===== src/rtl/gcd_job_sequencer_if.sv =====
// Operand-pair input stream and result output stream of the GCD job sequencer.
interface gcd_job_sequencer_if #(
    parameter int unsigned W = 8
) ();
    logic         in_valid;
    logic         in_ready;
    logic [W-1:0] in_x;
    logic [W-1:0] in_y;
    logic         out_valid;
    logic         out_ready;
    logic [W-1:0] out_d;
    logic         out_err;

    modport master (
        output in_valid, in_x, in_y, out_ready,
        input  in_ready, out_valid, out_d, out_err
    );

    modport slave (
        input  in_valid, in_x, in_y, out_ready,
        output in_ready, out_valid, out_d, out_err
    );
endinterface


===== src/rtl/gcd_job_sequencer.sv =====
// Buffers operand pairs in a FIFO, launches one job at a time on the GCD
// controller/datapath and returns each result (or error) on an output stream.
module gcd_job_sequencer #(
    parameter int unsigned W       = 8,
    parameter int unsigned DEPTH   = 4,
    parameter int unsigned TIMEOUT = 1023
) (
    input  logic                 clk,
    input  logic                 reset,
    gcd_job_sequencer_if.slave   s,
    output logic                 go_o,
    output logic [W-1:0]         x_o,
    output logic [W-1:0]         y_o,
    input  logic                 done_i,
    input  logic [W-1:0]         d_i,
    output logic                 busy,
    output logic                 fault
);
    localparam int unsigned AW = (DEPTH > 1) ? $clog2(DEPTH) : 1;
    localparam int unsigned CW = $clog2(DEPTH + 1);
    localparam int unsigned TW = $clog2(TIMEOUT + 1);

    typedef struct packed {
        logic [W-1:0] x;
        logic [W-1:0] y;
    } pair_t;

    typedef enum logic [2:0] {
        IDLE,
        LAUNCH,
        WAIT_CLR,
        WAIT_DONE,
        RESULT
    } state_e;

    pair_t         mem_q [DEPTH];
    logic [AW-1:0] wr_ptr_q, rd_ptr_q;
    logic [CW-1:0] count_q;

    state_e        state_q, state_d;
    logic          go_q, go_d;
    logic [W-1:0]  x_q, x_d, y_q, y_d;
    logic          ov_q, ov_d;
    logic [W-1:0]  od_q, od_d;
    logic          oe_q, oe_d;
    logic          fault_q, fault_d;
    logic [TW-1:0] timer_q, timer_d;
    logic          ph_q, ph_d;

    logic          push_c, pop_c;
    pair_t         head_c;

    assign s.in_ready = (count_q < CW'(DEPTH));
    assign push_c     = s.in_valid & s.in_ready;
    assign head_c     = mem_q[rd_ptr_q];

    // FIFO storage carries no reset: contents are meaningless once count is 0.
    always_ff @(posedge clk) begin
        if (push_c) begin
            mem_q[wr_ptr_q] <= '{x: s.in_x, y: s.in_y};
        end
    end

    always_ff @(posedge clk) begin
        if (reset) begin
            wr_ptr_q <= '0;
            rd_ptr_q <= '0;
            count_q  <= '0;
        end else begin
            if (push_c) wr_ptr_q <= wr_ptr_q + AW'(1);
            if (pop_c)  rd_ptr_q <= rd_ptr_q + AW'(1);
            case ({push_c, pop_c})
                2'b10:   count_q <= count_q + CW'(1);
                2'b01:   count_q <= count_q - CW'(1);
                default: count_q <= count_q;
            endcase
        end
    end

    always_ff @(posedge clk) begin
        if (reset) begin
            state_q <= IDLE;
            go_q    <= 1'b0;
            x_q     <= '0;
            y_q     <= '0;
            ov_q    <= 1'b0;
            od_q    <= '0;
            oe_q    <= 1'b0;
            fault_q <= 1'b0;
            timer_q <= '0;
            ph_q    <= 1'b0;
        end else begin
            state_q <= state_d;
            go_q    <= go_d;
            x_q     <= x_d;
            y_q     <= y_d;
            ov_q    <= ov_d;
            od_q    <= od_d;
            oe_q    <= oe_d;
            fault_q <= fault_d;
            timer_q <= timer_d;
            ph_q    <= ph_d;
        end
    end

    always_comb begin
        state_d = state_q;
        go_d    = 1'b0;
        x_d     = x_q;
        y_d     = y_q;
        ov_d    = ov_q & ~s.out_ready;
        od_d    = od_q;
        oe_d    = oe_q;
        fault_d = fault_q;
        timer_d = timer_q;
        ph_d    = ph_q;
        pop_c   = 1'b0;

        unique case (state_q)
            IDLE: begin
                if ((count_q != '0) && !ov_q && !fault_q) begin
                    pop_c = 1'b1;
                    // A zero operand would never terminate in the controller.
                    if ((head_c.x == '0) || (head_c.y == '0)) begin
                        ov_d = 1'b1;
                        od_d = '0;
                        oe_d = 1'b1;
                    end else begin
                        x_d     = head_c.x;
                        y_d     = head_c.y;
                        ph_d    = 1'b0;
                        state_d = LAUNCH;
                    end
                end
            end
            LAUNCH: begin
                // Two go cycles so an alternate-cycle sampler always sees one.
                go_d = 1'b1;
                ph_d = 1'b1;
                if (ph_q) begin
                    timer_d = '0;
                    state_d = WAIT_CLR;
                end
            end
            WAIT_CLR, WAIT_DONE: begin
                timer_d = timer_q + TW'(1);
                if (timer_q == TW'(TIMEOUT - 1)) begin
                    ov_d    = 1'b1;
                    od_d    = '0;
                    oe_d    = 1'b1;
                    fault_d = 1'b1;
                    state_d = IDLE;
                end else if ((state_q == WAIT_CLR) && !done_i) begin
                    state_d = WAIT_DONE;
                end else if ((state_q == WAIT_DONE) && done_i) begin
                    state_d = RESULT;
                end
            end
            RESULT: begin
                ov_d    = 1'b1;
                od_d    = d_i;
                oe_d    = 1'b0;
                state_d = IDLE;
            end
            default: state_d = IDLE;
        endcase
    end

    assign go_o        = go_q;
    assign x_o         = x_q;
    assign y_o         = y_q;
    assign s.out_valid = ov_q;
    assign s.out_d     = od_q;
    assign s.out_err   = oe_q;
    assign fault       = fault_q;
    assign busy        = (state_q != IDLE) | (count_q != '0) | ov_q;
endmodule

===== src/flat_wrapper.sv =====
// flat-port wrapper written by rule: the top's interface ports become plain ports
module gcd_job_sequencer_flat 
#(
    parameter int unsigned W       = 8,
    parameter int unsigned DEPTH   = 4,
    parameter int unsigned TIMEOUT = 1023
)
  (clk, reset, go_o, x_o, y_o, done_i, d_i, busy, fault, s_in_valid, s_in_x, s_in_y, s_out_ready, s_in_ready, s_out_valid, s_out_d, s_out_err);
  gcd_job_sequencer_if #(.W(W)) s_i ();
  input  logic clk;
  input  logic reset;
  output logic go_o;
  output logic [W-1:0] x_o;
  output logic [W-1:0] y_o;
  input  logic done_i;
  input  logic [W-1:0] d_i;
  output logic busy;
  output logic fault;
  input wire logic [$bits(s_i.in_valid)-1:0] s_in_valid;
  input wire logic [$bits(s_i.in_x)-1:0] s_in_x;
  input wire logic [$bits(s_i.in_y)-1:0] s_in_y;
  input wire logic [$bits(s_i.out_ready)-1:0] s_out_ready;
  output wire logic [$bits(s_i.in_ready)-1:0] s_in_ready;
  output wire logic [$bits(s_i.out_valid)-1:0] s_out_valid;
  output wire logic [$bits(s_i.out_d)-1:0] s_out_d;
  output wire logic [$bits(s_i.out_err)-1:0] s_out_err;
  assign s_i.in_valid = s_in_valid;
  assign s_i.in_x = s_in_x;
  assign s_i.in_y = s_in_y;
  assign s_i.out_ready = s_out_ready;
  assign s_in_ready = s_i.in_ready;
  assign s_out_valid = s_i.out_valid;
  assign s_out_d = s_i.out_d;
  assign s_out_err = s_i.out_err;
  gcd_job_sequencer #(.W(W), .DEPTH(DEPTH), .TIMEOUT(TIMEOUT)) u_core (.clk(clk), .reset(reset), .s(s_i), .go_o(go_o), .x_o(x_o), .y_o(y_o), .done_i(done_i), .d_i(d_i), .busy(busy), .fault(fault));
endmodule

===== config.mk =====
export PLATFORM = sky130hd
export DESIGN_NAME = gcd_job_sequencer_flat
export DESIGN_NICKNAME = d
export VERILOG_FILES = /design/src/rtl/gcd_job_sequencer_if.sv /design/src/rtl/gcd_job_sequencer.sv /design/src/flat_wrapper.sv
export SDC_FILE = /design/constraint.sdc
export NUM_CORES = 1
export LEC_CHECK = 0
export CORE_MARGIN = 10
export CORE_UTILIZATION = 35
export CTS_CLUSTER_DIAMETER = 40
export DETAILED_ROUTE_END_ITERATION = 8
export GPL_ROUTABILITY_DRIVEN = 0
export GPL_TIMING_DRIVEN = 0
export MAX_ROUTING_LAYER = met4
export SYNTH_ARGS = -nofsm -noshare
export SYNTH_HDL_FRONTEND = slang
export SYNTH_SLANG_ARGS = --single-unit

===== constraint.sdc =====
create_clock -name clk -period 4.5 [get_ports clk]
set_clock_uncertainty 0.1 [all_clocks]
set_input_delay 0.675 -clock clk [delete_from_list [all_inputs] [get_ports clk]]
set_output_delay 0.675 -clock clk [all_outputs]
set_load 0.05 [all_outputs]

==> metrics.yaml <==
status: "finished clean"
num_vias: 3340
power_density_mw_per_mm2: 672
use_met1_pct: 15.2
slew_headroom_pct: 35.6
fmax_mhz: 299
grt_pass1_wl_um: 17900
vias_per_cell: 5.14
n_fill_cell: 1204
dr.pass1.iters: 4
cts.sinks: 115
cp.required_ps: 4720
finalCritPeriodShare_pct: 74.4
initial_utilization_pct: 36.0
maxCapViolations: 0
critical_path_arrival_ps: 3570
wl_per_cell_um: 16.7
critical_path.endpoint_type: "flop"
power_w: 0.00415
cts_resized: 0
mostFrequentLayoutCells: "64 x edfxtp_1, 57 x clkdlybuf4s50_1, 51 x dfxtp_1"
grtUsageMet2_pct: 19.3
dp_hpwl_um: 7600
cts_tree: "done"
grt_setup_unrepaired: "false"
start_kind: "flop"
final_layout_size_suffix_gt1_share_pct: 13.9
cts-hold-fix-buffers: 0
clkTransAtPathRegs_ps: 60
fin_tns_setup_ps: 0
io_pins: 59
use_met3_pct: 3.67
synthCells: 385
leakagePower_nw: 2.08
yosysWarningCount: 0
layout.nets: 498
htreeDepth: 4
diodes: 0
hp-class: "reg -> reg"
crit_chain: "clkbuf_1 -> or3_1 -> inv_2 -> nand2_1 -> inv_2 -> clkbuf_1 -> ha_1 -> inv_1 -> fa_1 -> xor2_1 -> or3_1 -> a21oi_1"
antenna_left: 0
coreArea_mm2: 0.0133
die_area_mm2: 0.0188
worstMarginPinSlew_ps: 964
synth_cell_types: 40
max_stage_delay_ps: 420
syn_area_per_cell_um2: 12.5
route.detailed.drc: 0
hold_violations: 0
grt_pass1_vias: 3463
cts_root_buffer: "clkbuf_16"
numCtsBuffers: 17
drv_slew: 0
syn_to_final_growth_pct: 28.6
grt_max_degree: 17
dpl.cell_count: 618
whs_ps: 375
die_w_um: 137
drt-total-wl_um: 10900
crit_slowest_cell: "or3_1"
rrSetupSlack_ps: 1150
crit_fanout: 10
fin_cells: 650
grt.busiest_layer: "met2"
track_usage_pct: 12.5
final_common_cell: "edfxtp_1"
first_iter_violations: 244
yosysSeqAreaShare_pct: 61.3
critical_path_class: "reg -> reg"
synth_fp_nets: 422
gr-total-overflow: 0
layout_min_cycle_time_ps: 3350
post-cts-setup-buffers: 0
synth_area_mm2: 0.00480
io_buffer_count: 57
rows: 42
synth-seq-cells: 115
clock_latency_ps: 410
clock_path_buffers: 2
ir_drop_mv: 0.335
setup_violations: 0
dieHeight_um: 137
antenna_found_initial: 0
-- per-stage QoR --
step           worst slack (ps)  util (%)  cell area, um2
2_1_floorplan              1650         -            4800
3_3_place_gp               1310      41.9            5590
3_5_place_dp               1220      41.9            5590
4_1_cts                    1140      46.3            6180
5_1_grt                     920      46.3            6180
6_report                   1150      46.3            6180
-- sequential cells by signal, summed over array words and instances (netlist names), named ones only --
register,count
u_core.mem_q,64
u_core.y_o,8
u_core.x_o,8
u_core.rd_ptr_q,2
u_core.ph_q,1
u_core.s.out_err,1
u_core.timer_q,10
u_core.state_q,3
u_core.s.out_d,8
u_core.wr_ptr_q,2
u_core.fault,1
u_core.count_q,3
u_core.s.out_valid,1
u_core.go_o,1
-- area by class of cell --
| class | instances | area (um2) | share of cell area, % |
|---|---|---|---|
| Sequential cell | 115 | 2940 | 47.6 |
| Multi-Input combinational cell | 233 | 1690 | 27.3 |
| Timing Repair Buffer | 57 | 571 | 9.24 |
| Clock buffer | 18 | 429 | 6.95 |
| Tap cell | 176 | 220 | 3.57 |
| Clock inverter | 14 | 153 | 2.47 |
| Buffer | 26 | 131 | 2.13 |
| Inverter | 11 | 41.3 | 0.669 |
-- critical path, delay by kind of cell (launching register included) --
| kind | cells | cell delay [ps] |
|---|---|---|
| xor gates and xnor gates | 1 | 150 |
| and+or+nand+nor | 3 | 960 |
| buffers and inverters | 5 | 930 |
| adders and majority gates | 2 | 630 |
| DFF | 1 | 290 |
| AOI/OAI and AO/OA | 1 | 200 |
-- synthesized netlist by cell type --
library cell	number	area share (%)
a211oi_1	1	0.16
a21oi_1	41	4.3
a31o_2	1	0.18
a31oi_1	1	0.13
and2_1	6	0.78
and3_1	9	1.2
buf_2	6	0.63
buf_4	1	0.16
buf_6	3	0.70
clkbuf_1	16	1.3
dfxtp_1	51	21
edfxtp_1	64	40
fa_1	1	0.42
ha_1	7	1.8
inv_1	8	0.63
inv_2	3	0.23
mux4_2	16	7.5
nand2_1	16	1.3
nand2b_1	2	0.26
nand3_1	8	0.83
nand3b_1	3	0.47
nand4_1	24	3.1
nor2_1	31	2.4
nor2b_1	3	0.39
nor3_1	4	0.42
nor3b_1	1	0.16
nor4_1	8	1.0
nor4_2	4	1.0
nor4bb_1	1	0.21
o21ai_0	5	0.52
o21ai_1	2	0.21
o22ai_1	1	0.13
o31ai_1	18	2.8
o41ai_2	1	0.34
or2_1	1	0.13
or2_2	1	0.13
or3_1	2	0.26
or3b_1	1	0.18
xnor2_1	3	0.55
xor2_1	10	1.8
-- where the power goes --
group          internal (W)  switching, W  leakage, nW
registers           0.00130     0.0000926         1.00
clock network      0.000821      0.000493        0.276
logic              0.000535      0.000911        0.800
-- cells by family after synthesis --
family                     count (synthesis)  synth area share (%)
muxes                                     16                  7.50
and+or+nand+nor                          125                  14.3
buffers and inverters                     37                  3.59
DFF                                      115                  61.3
AOI/OAI and AO/OA                         71                  8.75
adders and majority gates                  8                  2.24
xor gates and xnor gates                  13                  2.37
-- layer usage --
| metal | share of wire, % | wire length [um] |
|---|---|---|
| met2 | 47 | 5150 |
| met1 | 45 | 4920 |
| met4 | 1.4 | 149 |
| met3 | 6.2 | 672 |
| met5 | 0 | 0 |
-- worst paths after layout --
check / start / depth (start not counted) / endpoint
min: u_core.x_o[3]$_SDFFE_PP0P_ / 2 / u_core.x_o[3]$_SDFFE_PP0P_
max: u_core.state_q[0]$_SDFFE_PP0P_ / 12 / u_core.count_q[2]$_SDFFE_PP0P_
max reg2reg: u_core.state_q[0]$_SDFFE_PP0P_ / 12 / u_core.count_q[2]$_SDFFE_PP0P_
min reg2reg: u_core.x_o[3]$_SDFFE_PP0P_ / 2 / u_core.x_o[3]$_SDFFE_PP0P_
Note: power is estimated with default switching activity, not from simulation.
